**config.mk**
```make
export PLATFORM = sky130hd
export DESIGN_NAME = rpt_log_reader
export DESIGN_NICKNAME = d
export VERILOG_FILES = /design/src/rtl/rpt_log_reader.sv
export SDC_FILE = /design/constraint.sdc
export NUM_CORES = 1
export LEC_CHECK = 0
export BUFFER_PORTS_ARGS = -buffer_cell sky130_fd_sc_hd__buf_2
export CAP_MARGIN = 20
export CORE_MARGIN = 2
export CORE_UTILIZATION = 25
export CTS_CLUSTER_SIZE = 30
export DETAILED_ROUTE_END_ITERATION = 8
export GPL_ROUTABILITY_DRIVEN = 0
export MAX_ROUTING_LAYER = met4
export SLEW_MARGIN = 10
export SYNTH_ARGS = -nofsm -noshare
export SYNTH_HDL_FRONTEND = slang
export SYNTH_SLANG_ARGS = --single-unit
export TNS_END_PERCENT = 5
```
**constraint.sdc**
```tcl
create_clock -name clk -period 7.4 [get_ports clk]
set_clock_uncertainty 0.2 [all_clocks]
set_input_delay 0 -clock clk [delete_from_list [all_inputs] [get_ports clk]]
set_output_delay 0 -clock clk [all_outputs]
set_load 0.02 [all_outputs]
```
**src/rtl/rpt_log_reader.sv**
```systemverilog
// Report-record consumer: per-type saturating counters, info/main log routing, STOP/EXIT handling
// and a four-beat counter summary. Define RPT_LOG_READER_TIMESTAMP_EN to add the log_ts port.
module rpt_log_reader #(
    parameter int SRC_W = 8,
    parameter int CNT_W = 16,
    parameter int TS_W  = 32
) (
    input  logic             clk,
    input  logic             rst,
    input  logic             rec_valid,
    output logic             rec_ready,
    input  logic [1:0]       rec_type,
    input  logic [1:0]       rec_sev,
    input  logic [1:0]       rec_act,
    input  logic [SRC_W-1:0] rec_src,
    input  logic [1:0]       cfg_svrt,
    input  logic [1:0]       cfg_errty,
    output logic             log_valid,
    input  logic             log_ready,
    output logic             log_chan,
    output logic             log_err,
    output logic [1:0]       log_type,
    output logic [1:0]       log_sev,
    output logic [SRC_W-1:0] log_src,
`ifdef RPT_LOG_READER_TIMESTAMP_EN
    output logic [TS_W-1:0]  log_ts,
`endif
    output logic             halted,
    output logic             done,
    input  logic             resume,
    input  logic             clr,
    input  logic             sum_req,
    output logic             sum_valid,
    input  logic             sum_ready,
    output logic             sum_last,
    output logic [CNT_W-1:0] sum_data
);

    localparam logic [2:0] S_IDLE = 3'd0;
    localparam logic [2:0] S_FWD  = 3'd1;
    localparam logic [2:0] S_HALT = 3'd2;
    localparam logic [2:0] S_SUM  = 3'd3;
    localparam logic [2:0] S_DONE = 3'd4;

    localparam logic [1:0] ACT_STOP = 2'd1;
    localparam logic [1:0] ACT_EXIT = 2'd2;

    logic [2:0]       state;
    logic [1:0]       act;
    logic [1:0]       beat;
    logic             sum_from_done;
    logic [CNT_W-1:0] cnt  [0:3];
    logic [CNT_W-1:0] snap [0:3];
    logic             accept;
    logic             sum_done;

    function automatic logic [CNT_W-1:0] sat_inc(input logic [CNT_W-1:0] v);
        if (&v) begin
            return v;
        end else begin
            return v + CNT_W'(1);
        end
    endfunction

    assign rec_ready = (state == S_IDLE) && !sum_req;
    assign accept    = rec_valid && rec_ready;
    assign log_valid = (state == S_FWD);
    assign halted    = (state == S_HALT);
    assign done      = (state == S_DONE);
    assign sum_valid = (state == S_SUM);
    assign sum_last  = (state == S_SUM) && (beat == 2'd3);
    assign sum_data  = snap[beat];
    assign sum_done  = sum_last && sum_ready;

    // Control FSM, record capture and summary snapshot.
    always_ff @(posedge clk) begin
        if (rst) begin
            state         <= S_IDLE;
            act           <= 2'd0;
            beat          <= 2'd0;
            sum_from_done <= 1'b0;
            log_chan      <= 1'b0;
            log_err       <= 1'b0;
            log_type      <= 2'd0;
            log_sev       <= 2'd0;
            log_src       <= {SRC_W{1'b0}};
            for (int i = 0; i < 4; i++) begin
                snap[i] <= {CNT_W{1'b0}};
            end
        end else begin
            case (state)
                S_IDLE: begin
                    if (sum_req) begin
                        state         <= S_SUM;
                        beat          <= 2'd0;
                        sum_from_done <= 1'b0;
                        snap          <= cnt;
                    end else if (rec_valid) begin
                        state    <= S_FWD;
                        act      <= rec_act;
                        log_type <= rec_type;
                        log_sev  <= rec_sev;
                        log_src  <= rec_src;
                        log_chan <= (rec_sev >= cfg_svrt);
                        log_err  <= (rec_sev >= cfg_svrt) && (rec_type >= cfg_errty);
                    end else begin
                        state <= S_IDLE;
                    end
                end
                S_FWD: begin
                    // Actions only take effect for records routed to the main log.
                    if (log_ready) begin
                        if (log_chan && (act == ACT_STOP)) begin
                            state <= S_HALT;
                        end else if (log_chan && (act == ACT_EXIT)) begin
                            state <= S_DONE;
                        end else begin
                            state <= S_IDLE;
                        end
                    end else begin
                        state <= S_FWD;
                    end
                end
                S_HALT: begin
                    if (resume) begin
                        state <= S_IDLE;
                    end else begin
                        state <= S_HALT;
                    end
                end
                S_SUM: begin
                    if (sum_ready) begin
                        if (beat == 2'd3) begin
                            state <= sum_from_done ? S_DONE : S_IDLE;
                        end else begin
                            beat <= beat + 2'd1;
                        end
                    end else begin
                        state <= S_SUM;
                    end
                end
                S_DONE: begin
                    if (sum_req) begin
                        state         <= S_SUM;
                        beat          <= 2'd0;
                        sum_from_done <= 1'b1;
                        snap          <= cnt;
                    end else begin
                        state <= S_DONE;
                    end
                end
                default: begin
                    state <= S_IDLE;
                end
            endcase
        end
    end

    // Live per-type counters; clr overrides any increment, and the summary counts as one INFO record.
    always_ff @(posedge clk) begin
        if (rst || clr) begin
            for (int i = 0; i < 4; i++) begin
                cnt[i] <= {CNT_W{1'b0}};
            end
        end else if (accept) begin
            cnt[rec_type] <= sat_inc(cnt[rec_type]);
        end else if (sum_done) begin
            cnt[0] <= sat_inc(cnt[0]);
        end else begin
            cnt <= cnt;
        end
    end

`ifdef RPT_LOG_READER_TIMESTAMP_EN
    logic [TS_W-1:0] ts_cnt;

    // Free-running cycle counter, captured with each accepted record.
    always_ff @(posedge clk) begin
        if (rst) begin
            ts_cnt <= {TS_W{1'b0}};
            log_ts <= {TS_W{1'b0}};
        end else begin
            ts_cnt <= ts_cnt + TS_W'(1);
            if (accept) begin
                log_ts <= ts_cnt;
            end else begin
                log_ts <= log_ts;
            end
        end
    end
`endif

endmodule

```
==> impl_metrics.tcl <==
set metrics [dict create \
    hold_violations 0 \
    fillCellCount 2891 \
    crit_type "input pin to flip-flop" \
    synth_seq_cells 150 \
    crit_fanout 25 \
    vias 6200 \
    cellPowerDensity_nw_per_um2 220 \
    end_kind "flip-flop" \
    p_int_mw 1.40 \
    max-vdd-ir-drop_uv 138 \
    synth_seq_area_share 0.428 \
    post-cts-setup-buffers 0 \
    worst_r2r_endpoint "cnt[0]" \
    clock_path_buffers 2 \
    p_sw_mw 0.454 \
    syn_area_um2 7010 \
    grt_pass1_wl_mm 31.7 \
    r2r_cells 5 \
    h-tree-depth 4 \
    synth.distinct_cells 51 \
    tns_ps 0 \
    slew_violations 0 \
    synth_area_leaders "dfxtp_1 (43%), nand2_1 (12%), mux4_2 (10%), a21oi_1 (8.8%), o21ai_0 (2.8%)" \
    ys.flop_type "dfxtp_1" \
    ff2ff_setup_slack_ps 3990 \
    synth_nets 866 \
    drc_errors 0 \
    drt_pre_antenna_iters 5 \
    cts_root_buffer "clkbuf_16" \
    setup_viol 0 \
    drtIter0Drc 429 \
    cts.sinks 150 \
    preCtsSetupSlack_ps 4070 \
    wire_per_inst_um 15.4 \
    grt_overflow_total 0 \
    clk_latency_ps 420 \
    grt_max_degree 89 \
    combPwrFrac 0.078 \
    finalNetCount 919 \
    crit_path_end "cnt[54]" \
    io_pins 62 \
    pwr-share-clk 0.477 \
    cts_tree "done" \
    worst_hold_path_type "input pin to flip-flop" \
    layout-drive-gt1-share 0.163 \
    dieWidth_um 172 \
    crit_start "rec_type[1]" \
    grt_setup_unrepaired "no" \
    fin_ws_ps 3840 \
    fin_crit_sh 0.481 \
    slew_headroom 0.265 \
    dp_hpwl_mm 13.1 \
    core-area_um2 27700 \
    status "finished, final reports clean" \
    die_area_um2 29400 \
    synth_top_area_cell "dfxtp_1" \
    grt_pass1_vias 5930 \
    antennaDiodeCount 0 \
    synth_edf_count 0 \
    period_minus_slack_ps 3560 \
    clkTransAtPathRegs_ps 60 \
    sw_frac_of_total 0.244 \
    row_count 61 \
    synth_async_sr_flop_share 0 \
    timing.rr.start "state[2]" \
    synth_top_area_frac 0.428 \
    antenna_found_initial 0 \
    areaGrowthSynthToFinish_pct 20.3 \
    initial_utilization 0.253 \
    sequentialPowerShare 0.444 \
    chipHeight_um 172 \
    ant_nets 0 \
    ys_warn_count 0 \
    crit_arrival_ps 3720 \
    crit_required_ps 7560 \
    cap_violations 0 \
    routed_wl_mm 19.6 \
    syn_area_per_cell_um2 8.42 \
    via_per_inst 4.86 \
    worst_pin_slew_ps 1100 \
    numCtsBuffers 17 \
    port_buffers 61 \
    syn_inst 833 \
    cellLeakagePower_nw 2.95 \
    critPathLaunchType "input pin" \
    fmax_mhz 281 \
    grt.total_usage 0.142 \
]
[registers in the layout, summed over array words and instances, names as in the netlist]
register	count
sum_from_done	1
cnt	64
log_chan	1
beat	2
log_src	8
state	3
log_type	2
act	2
log_sev	2
snap	64
log_err	1
[worst min-delay path by stage]
| stage | from | end | slack [ps] | cells past startpoint |
|---|---|---|---|---|
| final | cfg_errty[0] | log_err | 30 | 7 |
| after global routing | cfg_errty[0] | log_err | 90 | 7 |
| after CTS | cfg_errty[0] | log_err | 20 | 7 |
| after detailed placement | rec_src[5] | log_src[5] | 50 | 3 |
| after global placement | rec_src[2] | log_src[2] | 40 | 3 |
| after floorplan | sum_req | rec_ready | -100 | 1 |
[synthesized netlist by cell type, types with 9 or more instances]
cell        n
a211oi_1   11
a21oi_1   124
and3_1     13
buf_2       9
clkbuf_1   44
dfxtp_1   150
mux4_2     31
nand2_1   215
nand3_1    30
nor2_1     37
o21ai_0    39
o22ai_1    10
[worst max-delay path, stage by stage]
cell and delay (ps):
dlygate4sd3_1 510, buf_2 610, mux4_2 650, ha_1 260, nand3_1 230, a31oi_1 100
a21oi_1 420, nor2_1 100, a211oi_1 200, dlygate4sd3_1 600
[through the flow]
stage	instances	area (µm²)	utilization	hold slack [ps]	total power, mW
after floorplan	833	7010	-	-101	0.935
after global placement	1218	7580	0.273	40.7	0.973
after detailed placement	1218	7580	0.273	49.1	0.974
after CTS	1276	8440	0.305	15.3	1.87
after global routing	1276	8440	0.305	85.4	1.93
final	1276	8440	0.305	27.6	1.86
[cell usage in the layout, fill, tap and decap left out, types with 7 or more instances in the layout]
cell and instances:
dfxtp_1 150, mux4_2 31, a21oi_1 124, nor2_1 36, nand3_1 30, and3_1 13, a211oi_1 11, nand4_1 8
a22oi_1 7, o22ai_1 10, buf_4 8, ha_1 7, o21ai_0 39, buf_2 61, nand2_1 214, clkbuf_16 17
dlygate4sd3_1 27
[power groups by stage]
stage / Combinational [mW] / Clock, mW / Sequential (mW)
floorplan: 0.0911 / 0 / 0.844
global placement: 0.131 / 0 / 0.842
detailed placement: 0.131 / 0 / 0.843
CTS: 0.145 / 0.902 / 0.825
global route: 0.162 / 0.939 / 0.826
finish: 0.145 / 0.886 / 0.825
[layer usage]
layer / GRT usage / up-vias / part of all wire
met3: 0.0322 / 26 / 0.055
li1: - / 3058 / -
met5: - / - / 0
met4: 0.0394 / 0 / 0.013
met2: 0.215 / 173 / 0.45
met1: 0.189 / 2943 / 0.49
[final cells by class]
class | count | area [µm²] | area share
Tap cell | 378 | 473 | 0.0560
Clock buffer | 20 | 447 | 0.0529
Timing Repair Buffer | 96 | 636 | 0.0753
Multi-Input combinational cell | 615 | 3710 | 0.440
Inverter | 6 | 22.5 | 0.00267
Sequential cell | 150 | 3000 | 0.356
Clock inverter | 11 | 148 | 0.0175
[logic make-up (layout without fill, tap and decap cells)]
logic type / after synthesis / in the layout / share of synthesized area
AOI/OAI and AO/OA: 211 / 211 / 0.168
xor gates and xnor gates: 8 / 8 / 0.0111
adders and majority gates: 7 / 7 / 0.0125
buffers and inverters: 68 / 133 / 0.0441
DFF: 150 / 150 / 0.428
muxes: 38 / 38 / 0.112
and+or+nand+nor: 351 / 351 / 0.224
[repair_timing]
| item | 4_1_cts | 5_1_grt |
|---|---|---|
| hold buffers | 27 | 0 |
| hold endpoints to repair | 55 | 0 |
| resized for setup | 0 | 0 |
No activity file was read; power rests on OpenSTA's default activity.
